$ cat src/rtl/unified_mem_arbiter.sv
// Shared single-port memory arbiter for the MIPS pipeline: serves the MEM-stage load/store port
// ahead of the IF-stage fetch port, sequences each multi-cycle access and stalls the pipeline.
module unified_mem_arbiter #(
  parameter int unsigned MEM_LATENCY = 2,
  parameter int unsigned ADDR_W      = 32,
  parameter int unsigned DATA_W      = 32
) (
  input  logic              clk,
  input  logic              rst,
  input  logic              inst_req,
  input  logic [ADDR_W-1:0] inst_adr,
  output logic [DATA_W-1:0] inst,
  output logic              inst_ready,
  input  logic              data_re,
  input  logic              data_we,
  input  logic [ADDR_W-1:0] data_adr,
  input  logic [DATA_W-1:0] data_wdata,
  output logic [DATA_W-1:0] data_rdata,
  output logic              data_ready,
  output logic [ADDR_W-1:0] mem_adr,
  output logic [DATA_W-1:0] mem_wdata,
  output logic              mem_re,
  output logic              mem_we,
  input  logic [DATA_W-1:0] mem_rdata,
  output logic              stall
);

  localparam int unsigned     CntW        = $clog2(MEM_LATENCY + 1);
  localparam logic [CntW-1:0] CntInit     = CntW'(MEM_LATENCY - 1);
  localparam logic [CntW-1:0] CntOne      = CntW'(1);
  localparam bit              SingleCycle = (MEM_LATENCY == 1);

  typedef enum logic [1:0] {StIdle, StDAcc, StIAcc, StResp} state_e;

  state_e          state;
  logic [CntW-1:0] cnt;
  logic            op_write;

  always_ff @(posedge clk) begin
    if (rst) begin
      state      <= StIdle;
      cnt        <= '0;
      op_write   <= 1'b0;
      inst       <= '0;
      data_rdata <= '0;
      mem_adr    <= '0;
      mem_wdata  <= '0;
      mem_re     <= 1'b0;
      mem_we     <= 1'b0;
      inst_ready <= 1'b0;
      data_ready <= 1'b0;
    end else begin
      inst_ready <= 1'b0;
      data_ready <= 1'b0;
      mem_we     <= 1'b0;
      unique case (state)
        StIdle: begin
          if (data_re || data_we) begin
            mem_adr   <= data_adr;
            mem_wdata <= data_wdata;
            op_write  <= data_we;
            mem_re    <= ~data_we;
            // The write strobe is registered, so it is raised on the edge entering the last cycle.
            mem_we    <= data_we & SingleCycle;
            cnt       <= CntInit;
            state     <= StDAcc;
          end else if (inst_req) begin
            mem_adr  <= inst_adr;
            op_write <= 1'b0;
            mem_re   <= 1'b1;
            cnt      <= CntInit;
            state    <= StIAcc;
          end
        end
        StDAcc, StIAcc: begin
          if (cnt != '0) begin
            cnt <= cnt - CntOne;
            if (op_write && cnt == CntOne) mem_we <= 1'b1;
          end else begin
            mem_re <= 1'b0;
            if (state == StIAcc) begin
              inst_ready <= 1'b1;
              if (!op_write) inst <= mem_rdata;
            end else begin
              data_ready <= 1'b1;
              if (!op_write) data_rdata <= mem_rdata;
            end
            state <= StResp;
          end
        end
        StResp: state <= StIdle;
        default: state <= StIdle;
      endcase
    end
  end

  assign stall = (inst_req & ~inst_ready) | ((data_re | data_we) & ~data_ready);

endmodule

$ cat config.mk
export PLATFORM = sky130hd
export DESIGN_NAME = unified_mem_arbiter
export DESIGN_NICKNAME = d
export VERILOG_FILES = /design/src/rtl/unified_mem_arbiter.sv
export SDC_FILE = /design/constraint.sdc
export NUM_CORES = 1
export LEC_CHECK = 0
export CORE_ASPECT_RATIO = 1.4
export CORE_UTILIZATION = 36
export DETAILED_ROUTE_END_ITERATION = 7
export GPL_TIMING_DRIVEN = 0
export MAX_ROUTING_LAYER = met4
export PLACE_DENSITY = 0.87
export SYNTH_ARGS = -nofsm -noshare
export SYNTH_HDL_FRONTEND = slang
export SYNTH_SLANG_ARGS = --single-unit
export TNS_END_PERCENT = 10
$ cat constraint.sdc
create_clock -name clk -period 1.8 [get_ports clk]
set_clock_uncertainty 0.15 [all_clocks]
set_input_delay 0.27 -clock clk [delete_from_list [all_inputs] [get_ports clk]]
set_output_delay 0.27 -clock clk [all_outputs]
set_load 0.05 [all_outputs]
==> run_results.csv <==
group,metric,value,unit
status,outcome,"complete, no violations",
setup_path,crit_arrival,1.92,ns
global_routing,track_usage,23.27,%
place,gp_congestion,0.8570,
place,hpwlAfterDp,12970,µm
synthesis,synth_xor_area_share,0,%
global_routing,use_met2,41.56,%
floorplan,dieWidth,104.5,µm
clocking,cts_tree,"yes",
global_routing,use_met3,5.374,%
global_routing,grt_overflow,0,
synthesis,yosys_warnings,0,
sta,tns,0,ns
worst_hold_path,min_path_type,"input pin to flip-flop",
routing,drcViolationCount,0,
floorplan,rows,52,
routing,drt_iter0_drc,251,
run,drv.max_cap_violation_count,0,
sta,relSlewSlack,57.92,%
sta,maxSlewViolCount,0,
synthesis,synth_top_family_by_area,"simple AND/OR/NAND/NOR gates",
global_routing,top_usage_layer,"met2",
finish,layout_common_cells,"nand2_1, dfxtp_1, dlygate4sd2_1",
setup_path,startpoint_type,"flip-flop",
sta,rsz0062_at_grt,"yes",
routing,vias,5711,
synthesis,synthSimpleGateAreaFrac,21.12,%
clocking,cts_sinks,137,
global_routing,grt_pass1_vias,5405,
pwr,peakVddDrop,909.8,µV
sta,fin_hold_ws,0.1310,ns
clocking,clk_latency,0.40,ns
floorplan,initial_core_util,36.79,%
routing,ant_nets,0,
floorplan,num_io_pins,266,
finish,num_antenna_cells,0,
routing,routed_wirelength,17570,µm
synthesis,syn-cell-area,5290,µm²
pwr,powerDensity,1745,nW/µm²
synthesis,synth_edf_count,0,
sta,setup_viol_count_final,0,
synthesis,yosysUniqueCellTypes,36,
synthesis,synth-seq-cells,137,
clocking,htree_num_levels,4,
setup_path,critPathMaxFanout,10,
routing,first_pass_iters,4,
synthesis,synthArstFlopShare,0,%
synthesis,synth_compound_area_share,19.58,%
global_routing,use_met1,24.15,%
finish,syn_to_final_growth,64.31,%
floorplan,dieArea,15190,µm²
global_routing,antenna_found_initial,0,
synthesis,avgSynthCellArea,8.003,µm²
clocking,cts_made_buffers,17,
synthesis,ys_seq_area_share,51.84,%
synthesis,syn-num-nets,800,
routing,vias_per_cell,4.997,
floorplan,die_y,145.4,µm
global_routing,grt_pass1_wl,27340,µm
sta,fin_crit_sh,96.86,%
floorplan,core-area,14380,µm²
setup_path,critPathCaptureType,"flip-flop",
setup_path,worstPathRequired,1.98,ns
sta,finalCriticalPeriod,1.743,ns
clocking,clk_pin_slew,0.06,ns
pwr,p_total,15.17,mW
finish,layout.cells.most_common,"nand2_1",
synthesis,synth_cells,661,
finish,fin_nets,1082,
global_routing,grt_max_degree,17,
clocking,clockRootBuffer,"clkbuf_16",
sta,finalHoldViolCount,0,
routing,wire_per_inst,15.37,µm
synthesis,synth_flop_cell,"dfxtp_1",
finish,post-route-util,60.45,%
setup_path,crit_type,"flip-flop to flip-flop",
clocking,clockBufferDepth,2,
sta,fmax,0.5736,GHz
sta,tightestPinTransition,0.6313,ns
synthesis,synth_mux_area_share,0.3784,%
place,port-buffer-count,263,
synthesis,post_synth_fa_ha_maj_area_fraction,1.419,%
pwr,leakage,3.761,nW
finish,drive_above_1_share,8.491,%
kinds of logic (layout without fill, tap and decap cells):
kind of cell / after synthesis / in the layout
muxes: 2 / 2
adders and majority gates: 6 / 6
buffers and inverters: 61 / 354
AOI/OAI and AO/OA: 177 / 177
and+or+nand+nor: 278 / 278
DFF: 137 / 137
timing repair:
item	CTS	global route
hold buffers	0	0
endpoints found under the setup margin	207	122
buffers inserted	1	1
resized for setup	159	23
pin swaps	2	5
final timing paths:
path | startpoint | to | slack [ns] | cells after the start
max | cnt[1] | data_rdata[24] | 0.06 | 7
min | data_we | mem_adr[2] | 0.13 | 3
max reg2reg | cnt[1] | data_rdata[24] | 0.06 | 7
min reg2reg | mem_wdata[9] | mem_wdata[9] | 0.30 | 2
stage by stage:
stage / instances / setup slack, ns / area [µm²]
finish: 1143 / 0.05658 / 8692
global route: 1143 / -0.03513 / 8692
CTS: 1143 / -0.1150 / 8620
detailed placement: 1113 / -0.8271 / 8159
global placement: 1113 / -0.8034 / 8159
floorplan: 661 / 0.008530 / 5290
final cells by class:
class                   count  area, µm²
plain buffers              54      332.8
clock buffers              19      452.9
clock inverters            11      123.9
fillers                  1270       5687
inverters                   5      18.77
multi-input cells         463       2300
flip-flops and latches    137       2743
well taps                 189      236.5
repair buffers            265       2485
state kept, by name, summed over array words and instances (netlist names):
signal      flops
mem_we          1
mem_re          1
inst           32
data_ready      1
data_rdata     32
state           2
op_write        1
mem_wdata      32
inst_ready      1
mem_adr        32
cnt             2
layer usage:
layer / vias to the layer above / wire [µm]
met2: 213 / 9252
met5: - / 0
met1: 2671 / 6873
li1: 2791 / -
met3: 36 / 894
met4: 0 / 553
power by group:
part | leakage (nW) | switching (mW) | total, mW | internal (mW)
logic | 2.36 | 5.16 | 7.39 | 2.22
clock network | 0.277 | 1.35 | 3.45 | 2.10
registers | 1.12 | 0.427 | 4.34 | 3.91
Yosys cell counts, types with 3 or more instances:
master    number  area (µm²)
a21oi_1       99       495.5
o21ai_0       35       175.2
nand2_1      226       848.3
clkbuf_1      31       116.4
inv_1          5       18.77
a311oi_1      33       289.0
ha_1           6       75.07
buf_6          5       56.30
dfxtp_1      137        2743
buf_2         17       85.08
buf_4          3       22.52
nor2_1        36       135.1
worst max-delay path: stages (launching register included):
cell and delay, ns:
dfxtp_1 0.30, inv_1 0.12, ha_2 0.26, nor4bb_2 0.30, buf_4 0.20, buf_6 0.15, nand2_1 0.06, a21oi_1 0.13
Power figures use the tool's default switching activity.
